--- config.mk ---
export PLATFORM = sky130hd
export DESIGN_NAME = ex_stage
export DESIGN_NICKNAME = d
export VERILOG_FILES = /design/src/rtl/la32r_pkg.sv /design/src/rtl/ex_alu.sv /design/src/rtl/ex_stage.sv
export SDC_FILE = /design/constraint.sdc
export NUM_CORES = 1
export LEC_CHECK = 0
export BUFFER_PORTS_ARGS = -buffer_cell sky130_fd_sc_hd__buf_2
export CAP_MARGIN = 20
export CORE_MARGIN = 4
export CORE_UTILIZATION = 33
export CTS_CLUSTER_DIAMETER = 100
export CTS_CLUSTER_SIZE = 25
export DETAILED_ROUTE_END_ITERATION = 8
export GPL_ROUTABILITY_DRIVEN = 0
export PLACE_DENSITY_LB_ADDON = 0.12
export SYNTH_ARGS = -nofsm -noshare
export SYNTH_HDL_FRONTEND = slang
export SYNTH_SLANG_ARGS = --single-unit
--- constraint.sdc ---
create_clock -name clk -period 4.7 [get_ports clk]
set_input_delay 0.235 -clock clk [delete_from_list [all_inputs] [get_ports clk]]
set_output_delay 0.235 -clock clk [all_outputs]
set_load 0.01 [all_outputs]
--- src/rtl/la32r_pkg.sv ---
// Shared LA32R execute-stage definitions: ALU op indices, widths and the EX->MS bus.
// Build option: EXE_MUL_EN widens alu_op to 15 bits for mul.w / mulh.w / mulh.wu.
package la32r_pkg;

`ifdef EXE_MUL_EN
  localparam int ALU_OP_W = 15;
`else
  localparam int ALU_OP_W = 12;
`endif

  localparam int OP_ADD   = 0;
  localparam int OP_SUB   = 1;
  localparam int OP_SLT   = 2;
  localparam int OP_SLTU  = 3;
  localparam int OP_AND   = 4;
  localparam int OP_NOR   = 5;
  localparam int OP_OR    = 6;
  localparam int OP_XOR   = 7;
  localparam int OP_SLL   = 8;
  localparam int OP_SRL   = 9;
  localparam int OP_SRA   = 10;
  localparam int OP_LUI   = 11;
  localparam int OP_MUL   = 12;
  localparam int OP_MULH  = 13;
  localparam int OP_MULHU = 14;

  localparam logic [31:0] RST_PC = 32'h1bfffffc;

  typedef struct packed {
    logic [31:0] pc;
    logic        res_from_mem;
    logic        gr_we;
    logic [4:0]  dest;
    logic [31:0] alu_result;
  } es2ms_bus_t;

  typedef struct packed {
    logic [31:0]         pc;
    logic [ALU_OP_W-1:0] alu_op;
    logic [31:0]         src1;
    logic [31:0]         src2;
    logic [31:0]         rkd_value;
    logic                res_from_mem;
    logic                gr_we;
    logic                mem_we;
    logic [4:0]          dest;
  } es_latch_t;

endpackage

--- src/rtl/ex_alu.sv ---
// Combinational LA32R ALU; one-hot alu_op selects the result, all-zero alu_op yields 0.
// With EXE_MUL_EN it also forms the 64-bit product and selects words of the registered product.
module ex_alu
  import la32r_pkg::*;
(
  input  logic [ALU_OP_W-1:0] alu_op,
  input  logic [31:0]         alu_src1,
  input  logic [31:0]         alu_src2,
`ifdef EXE_MUL_EN
  input  logic [63:0]         mul_prod,
  output logic [63:0]         mul_full,
`endif
  output logic [31:0]         alu_result
);

  logic [31:0] add_res;
  logic [31:0] sub_res;
  logic        slt_res;
  logic        sltu_res;
  logic [31:0] sll_res;
  logic [31:0] srl_res;
  logic [31:0] sra_res;

  assign add_res  = alu_src1 + alu_src2;
  assign sub_res  = alu_src1 - alu_src2;
  assign slt_res  = $signed(alu_src1) < $signed(alu_src2);
  assign sltu_res = alu_src1 < alu_src2;
  assign sll_res  = alu_src1 << alu_src2[4:0];
  assign srl_res  = alu_src1 >> alu_src2[4:0];
  assign sra_res  = $signed(alu_src1) >>> alu_src2[4:0];

`ifdef EXE_MUL_EN
  logic               mul_signed;
  logic signed [32:0] mul_a;
  logic signed [32:0] mul_b;
  logic signed [65:0] mul_ext;

  // One 33x33 signed multiplier covers both signed and unsigned high words.
  assign mul_signed = alu_op[OP_MULH];
  assign mul_a      = {mul_signed & alu_src1[31], alu_src1};
  assign mul_b      = {mul_signed & alu_src2[31], alu_src2};
  assign mul_ext    = mul_a * mul_b;
  assign mul_full   = mul_ext[63:0];
`endif

  always_comb begin
    alu_result = ({32{alu_op[OP_ADD]}}  & add_res)
               | ({32{alu_op[OP_SUB]}}  & sub_res)
               | ({32{alu_op[OP_SLT]}}  & {31'b0, slt_res})
               | ({32{alu_op[OP_SLTU]}} & {31'b0, sltu_res})
               | ({32{alu_op[OP_AND]}}  & (alu_src1 & alu_src2))
               | ({32{alu_op[OP_NOR]}}  & ~(alu_src1 | alu_src2))
               | ({32{alu_op[OP_OR]}}   & (alu_src1 | alu_src2))
               | ({32{alu_op[OP_XOR]}}  & (alu_src1 ^ alu_src2))
               | ({32{alu_op[OP_SLL]}}  & sll_res)
               | ({32{alu_op[OP_SRL]}}  & srl_res)
               | ({32{alu_op[OP_SRA]}}  & sra_res)
               | ({32{alu_op[OP_LUI]}}  & alu_src2);
`ifdef EXE_MUL_EN
    alu_result = alu_result
               | ({32{alu_op[OP_MUL]}}                     & mul_prod[31:0])
               | ({32{alu_op[OP_MULH] | alu_op[OP_MULHU]}} & mul_prod[63:32]);
`endif
  end

endmodule

--- src/rtl/ex_stage.sv ---
// Execute stage of the 5-stage LA32R pipeline: operand latch, handshake, ALU and data-SRAM request.
// Build option: EXE_MUL_EN adds a two-cycle multiplier (mul.w, mulh.w, mulh.wu).
module ex_stage
  import la32r_pkg::*;
(
  input  logic                clk,
  input  logic                reset,
  input  logic                ds2es_valid,
  output logic                es_allowin,
  input  logic [31:0]         ds_pc,
  input  logic [ALU_OP_W-1:0] alu_op,
  input  logic [31:0]         alu_src1,
  input  logic [31:0]         alu_src2,
  input  logic [31:0]         rkd_value,
  input  logic                res_from_mem,
  input  logic                gr_we,
  input  logic                mem_we,
  input  logic [4:0]          dest,
  input  logic                ms_allowin,
  output logic                es2ms_valid,
  output logic [31:0]         es_pc,
  output logic                es_res_from_mem,
  output logic                es_gr_we,
  output logic [4:0]          es_dest,
  output logic [31:0]         es_alu_result,
  output logic                es_valid,
  output logic                es_fwd_block,
  output logic                data_sram_en,
  output logic [3:0]          data_sram_we,
  output logic [31:0]         data_sram_addr,
  output logic [31:0]         data_sram_wdata
);

  es_latch_t  lat_q, lat_d;
  logic       es_valid_q, es_valid_d;
  logic       es_ready_go;
  logic [31:0] alu_result;
  es2ms_bus_t es2ms_bus;

  // Fields only move when EX can take a new instruction; otherwise the held one is frozen.
  always_comb begin
    es_valid_d = es_valid_q;
    lat_d      = lat_q;
    if (es_allowin) begin
      es_valid_d = ds2es_valid;
      if (ds2es_valid) begin
        lat_d.pc           = ds_pc;
        lat_d.alu_op       = alu_op;
        lat_d.src1         = alu_src1;
        lat_d.src2         = alu_src2;
        lat_d.rkd_value    = rkd_value;
        lat_d.res_from_mem = res_from_mem;
        lat_d.gr_we        = gr_we;
        lat_d.mem_we       = mem_we;
        lat_d.dest         = dest;
      end
    end
  end

  always_ff @(posedge clk) begin
    if (reset) begin
      es_valid_q <= 1'b0;
      lat_q      <= '{pc: RST_PC, default: '0};
    end else begin
      es_valid_q <= es_valid_d;
      lat_q      <= lat_d;
    end
  end

`ifdef EXE_MUL_EN
  logic        is_mul;
  logic        mul_busy_q, mul_busy_d;
  logic [63:0] mul_prod_q, mul_prod_d;
  logic [63:0] mul_full;

  assign is_mul      = |lat_q.alu_op[OP_MULHU:OP_MUL];
  assign es_ready_go = ~(is_mul & ~mul_busy_q);

  // First mul cycle captures the product; busy drops as the instruction leaves EX.
  always_comb begin
    mul_busy_d = mul_busy_q;
    mul_prod_d = mul_prod_q;
    if (es_valid_q & is_mul & ~mul_busy_q) begin
      mul_busy_d = 1'b1;
      mul_prod_d = mul_full;
    end else if (es_valid_q & es_ready_go & ms_allowin) begin
      mul_busy_d = 1'b0;
    end
  end

  always_ff @(posedge clk) begin
    if (reset) begin
      mul_busy_q <= 1'b0;
      mul_prod_q <= '0;
    end else begin
      mul_busy_q <= mul_busy_d;
      mul_prod_q <= mul_prod_d;
    end
  end

  ex_alu u_alu (
    .alu_op     (lat_q.alu_op),
    .alu_src1   (lat_q.src1),
    .alu_src2   (lat_q.src2),
    .mul_prod   (mul_prod_q),
    .mul_full   (mul_full),
    .alu_result (alu_result)
  );
`else
  assign es_ready_go = 1'b1;

  ex_alu u_alu (
    .alu_op     (lat_q.alu_op),
    .alu_src1   (lat_q.src1),
    .alu_src2   (lat_q.src2),
    .alu_result (alu_result)
  );
`endif

  assign es_allowin  = ~es_valid_q | (es_ready_go & ms_allowin);
  assign es2ms_valid = es_valid_q & es_ready_go;
  assign es_valid    = es_valid_q;

  assign es2ms_bus = '{pc: lat_q.pc, res_from_mem: lat_q.res_from_mem, gr_we: lat_q.gr_we,
                       dest: lat_q.dest, alu_result: alu_result};

  assign es_pc           = es2ms_bus.pc;
  assign es_res_from_mem = es2ms_bus.res_from_mem;
  assign es_gr_we        = es2ms_bus.gr_we;
  assign es_dest         = es2ms_bus.dest;
  assign es_alu_result   = es2ms_bus.alu_result;

  // Requests are re-issued every held cycle; the SRAM treats repeats as the same access.
  assign es_fwd_block    = es_valid_q & (lat_q.res_from_mem | ~es_ready_go);
  assign data_sram_en    = es_valid_q & (lat_q.res_from_mem | lat_q.mem_we);
  assign data_sram_we    = {4{es_valid_q & lat_q.mem_we}};
  assign data_sram_addr  = alu_result;
  assign data_sram_wdata = lat_q.rkd_value;

endmodule

==> impl_metrics.sql <==
INSERT INTO impl_metrics (metric_group, metric, value, unit) VALUES
('placement', 'post-place-cells', '2727', ''),
('critical_path', 'timing.critical_path.from', 'lat_q[40]', ''),
('layout', 'share_of_cells_above_drive_strength_1', '19.7', '%'),
('global_routing', 'globalRouteMet3Util', '5.64', '%'),
('sta', 'rsz0062_at_grt', 'no', ''),
('min_path', 'timing.hold.worst.start', 'alu_op[10]', ''),
('floorplan', 'initial_utilization', '33.5', '%'),
('power_and_ir_drop', 'power.share.switching', '40.0', '%'),
('clock_network', 'cts_buffers', '17', ''),
('critical_path', 'critical_path.startpoint_type', 'flip-flop', ''),
('clock_network', 'clockBufferDepth', '2', ''),
('drt', 'vias_per_cell', '5.58', ''),
('critical_path', 'worst_r2r_startpoint', 'es2ms_valid', ''),
('global_routing', 'grt_use_met2', '39.2', '%'),
('power_and_ir_drop', 'p_comb_share', '41.0', '%'),
('clock_network', 'cts.root.buffer_cell', 'sky130_fd_sc_hd__clkbuf_16', ''),
('yosys', 'synth.yosys.seq_area_share', '20.0', '%'),
('layout', 'antenna_cells', '0', ''),
('global_routing', 'grt_antenna_before_repair', '0', ''),
('layout', 'number_of_non_filler_instances_in_the_completed_layout', '2904', ''),
('yosys', 'ys_async_sr_fraction', '0', '%'),
('min_path', 'worstHoldPathType', 'in2reg', ''),
('placement', 'total_placed_instance_area', '0.0161', 'sq mm'),
('sta', 'worst_case_hold_slack', '0.0364', 'ns'),
('power_and_ir_drop', 'power.clock.fraction', '29.4', '%'),
('outcome', 'status', 'finished clean', ''),
('drt', 'antenna_violating_nets_post_route', '0', ''),
('floorplan', 'placement_rows', '77', ''),
('clock_network', 'clock_latency_of_the_later_clocked_register_in_the_worst_skew_pair', '0.49', 'ns'),
('global_routing', 'global_route.peak_usage_layer', 'met2', ''),
('floorplan', 'die_width', '220', 'microns'),
('layout', 'num-nets-final', '2550', ''),
('sta', 'slew-limit-headroom', '27.7', '%'),
('power_and_ir_drop', 'vdd_drop_max', '0.000230', 'V'),
('yosys', 'dominantRegCellSynth', 'sky130_fd_sc_hd__dfxtp_1', ''),
('sta', 'post-route-min-period', '4.47', 'ns'),
('drt', 'totalWireLength', '62.3', 'mm'),
('placement', 'place.port_buffers', '295', ''),
('yosys', 'yosys_warnings', '0', ''),
('sta', 'hold_viol', '0', ''),
('sta', 'clock.fmax', '0.224', 'GHz'),
('layout', 'layout-area-overhead-vs-synth', '22.1', '%'),
('layout', 'fin_area', '0.0182', 'sq mm'),
('drt', 'routed_wire_length_per_instance', '21.5', 'microns'),
('sta', 'finalCritPeriodShare', '95.1', '%'),
('clock_network', 'worst_setup_hold_path_clk_slew', '0.06', 'ns'),
('floorplan', 'dieArea', '0.0486', 'sq mm'),
('power_and_ir_drop', 'power-per-cell-area', '266', 'mW/mm^2'),
('placement', 'detailed_place_hpwl', '46.0', 'mm'),
('clock_network', 'htree_levels', '4', ''),
('global_routing', 'global_route.usage.met1', '34.3', '%'),
('yosys', 'syn-instance-count', '2044', ''),
('power_and_ir_drop', 'netSwitchingPower', '1.94', 'mW'),
('clock_network', 'cts_post_setup_buffers_inserted', '0', ''),
('critical_path', 'cp_data_arrival_time', '4.24', 'ns'),
('yosys', 'syn-mean-instance-area', '7.29', 'sq um'),
('drt', 'drcViolationCount', '0', ''),
('floorplan', 'design.core.area', '0.0444', 'sq mm'),
('drt', 'drt_pass1_iterations', '8', ''),
('critical_path', 'timing_worst_setup_path_type', 'reg2out', ''),
('yosys', 'synth-seq-cells', '149', ''),
('global_routing', 'grt_overflow_total', '0', ''),
('global_routing', 'pin_count_of_the_biggest_net_entering_global_routing', '96', ''),
('clock_network', 'tritoncts', 'built', ''),
('power_and_ir_drop', 'leakagePower', '7.91', 'nW'),
('critical_path', 'crit_path_end_kind', 'primary output', ''),
('global_routing', 'track_usage', '25.1', '%'),
('yosys', 'synthesis.area', '0.0149', 'sq mm'),
('floorplan', 'top_level_ports', '296', ''),
('sta', 'setup_total_negative_slack', '0', 'ns'),
('power_and_ir_drop', 'share_seq_of_total_power', '29.6', '%');
==> registers in the layout (all words and copies together), names as in the netlist <==
name / cells
es_dest: 5
es2ms_valid: 1
data_sram_wdata: 32
es_gr_we: 1
es_res_from_mem: 1
es_pc: 32
lat_q: 77
==> cell families after synthesis <==
kind of cell,after synthesis,synth area share [%]
xor gates and xnor gates,45,2.65
adders and majority gates,99,8.41
DFF,149,20.0
muxes,135,12.1
AOI/OAI and AO/OA,563,24.2
and+or+nand+nor,691,20.4
buffers and inverters,362,12.2
==> power by group through the flow <==
stage	combinational [mW]	sequential (mW)	clock [mW]
floorplan	1.33	1.43	0
global placement	1.85	1.46	0
detailed placement	1.85	1.46	0
CTS	1.95	1.43	1.48
global route	2.15	1.44	1.52
finish	1.99	1.43	1.42
==> critical path, cell delays in order (launching register included) <==
cell and delay, ns:
sky130_fd_sc_hd__dfxtp_4 0.47, sky130_fd_sc_hd__buf_4 0.62, sky130_fd_sc_hd__nor2_1 0.11, sky130_fd_sc_hd__a21oi_1 0.26, sky130_fd_sc_hd__o21ai_0 0.29, sky130_fd_sc_hd__a21oi_1 0.41, sky130_fd_sc_hd__a21oi_1 0.15, sky130_fd_sc_hd__a2111oi_0 0.86
sky130_fd_sc_hd__buf_4 0.24, sky130_fd_sc_hd__o221ai_1 0.15, sky130_fd_sc_hd__buf_2 0.21
==> routing by layer <==
layer  vias up  part of all wire, %
met2       744                   45
met5         -                    0
met4         0                  3.3
li1       7621                    -
met1      7720                   43
met3       130                  8.4
==> final cells by class <==
class	count	area [sq um]	area share, %
Clock buffer	19	453	2.49
Tap cell	592	741	4.07
Clock inverter	13	136	0.750
Sequential cell	149	2990	16.4
Inverter	101	379	2.08
Timing Repair Buffer	497	3370	18.5
Multi-Input combinational cell	1533	10100	55.6
==> repair_timing <==
| item | 4_1_cts | 5_1_grt |
|---|---|---|
| endpoints found under the hold margin | 145 | 0 |
| hold buffers | 145 | 0 |
| gates resized for setup | 0 | 2 |
| endpoints found under the setup margin | 0 | 4 |
==> cell usage in the layout (no fill, tap or decap), types with 13 or more instances in the layout <==
cell                            netlist  routed
sky130_fd_sc_hd__o21ai_0             92      92
sky130_fd_sc_hd__a21oi_1            241     241
sky130_fd_sc_hd__a21o_1              19      19
sky130_fd_sc_hd__o221ai_1            13      13
sky130_fd_sc_hd__clkbuf_16            0      17
sky130_fd_sc_hd__nand3_1             29      29
sky130_fd_sc_hd__nor2_1             145     145
sky130_fd_sc_hd__a221oi_1            13      13
sky130_fd_sc_hd__or3_1               14      14
sky130_fd_sc_hd__nor3_1              32      32
sky130_fd_sc_hd__o211ai_1            16      16
sky130_fd_sc_hd__dlygate4sd3_1        0     145
sky130_fd_sc_hd__ha_1                97      97
sky130_fd_sc_hd__mux2i_1             93      93
sky130_fd_sc_hd__nand3b_1            29      29
sky130_fd_sc_hd__buf_2               20     294
sky130_fd_sc_hd__mux4_2              36      36
sky130_fd_sc_hd__xnor2_1             34      34
sky130_fd_sc_hd__dfxtp_1            149     145
sky130_fd_sc_hd__buf_4              111      57
sky130_fd_sc_hd__a222oi_1            27      27
sky130_fd_sc_hd__inv_1               93      93
sky130_fd_sc_hd__nand2_1            373     372
==> metrics by stage <==
| stage | setup slack, ns | util (%) |
|---|---|---|
| 2_1_floorplan | 0.156 | - |
| 3_3_place_gp | 0.635 | 36.3 |
| 3_5_place_dp | 0.585 | 36.3 |
| 4_1_cts | 0.0199 | 40.9 |
| 5_1_grt | 0.0323 | 41.0 |
| 6_report | 0.229 | 41.0 |
==> final timing paths <==
check,slack [ns],to,cells past startpoint
min,0.04,lat_q[114],3
min reg2reg,0.45,es_pc[0],2
max,0.23,data_sram_addr[28],10
max reg2reg,2.62,lat_q[114],5
==> cell usage after synthesis (all sizes together) (10+ instances only) <==
| cell | n | area, sq um |
|---|---|---|
| a211o | 12 | 105 |
| a211oi | 12 | 95.1 |
| a21o | 19 | 143 |
| a21oi | 242 | 1210 |
| a221oi | 15 | 144 |
| a222oi | 27 | 270 |
| a31oi | 11 | 68.8 |
| buf | 147 | 1010 |
| clkbuf | 114 | 428 |
| dfxtp | 149 | 2980 |
| ha | 97 | 1210 |
| inv | 98 | 368 |
| mux2i | 93 | 931 |
| mux4 | 36 | 811 |
| nand2 | 373 | 1400 |
| nand2b | 11 | 68.8 |
| nand3 | 30 | 155 |
| nand3b | 29 | 218 |
| nand4 | 12 | 75.1 |
| nor2 | 145 | 544 |
| nor3 | 32 | 160 |
| o2111ai | 10 | 87.6 |
| o211ai | 16 | 120 |
| o21a | 10 | 82.6 |
| o21ai | 97 | 485 |
| o221ai | 14 | 129 |
| o22ai | 11 | 68.8 |
| or3 | 15 | 98.8 |
| xnor2 | 34 | 298 |
| xor2 | 11 | 96.3 |
Power figures use the tool's default switching activity.
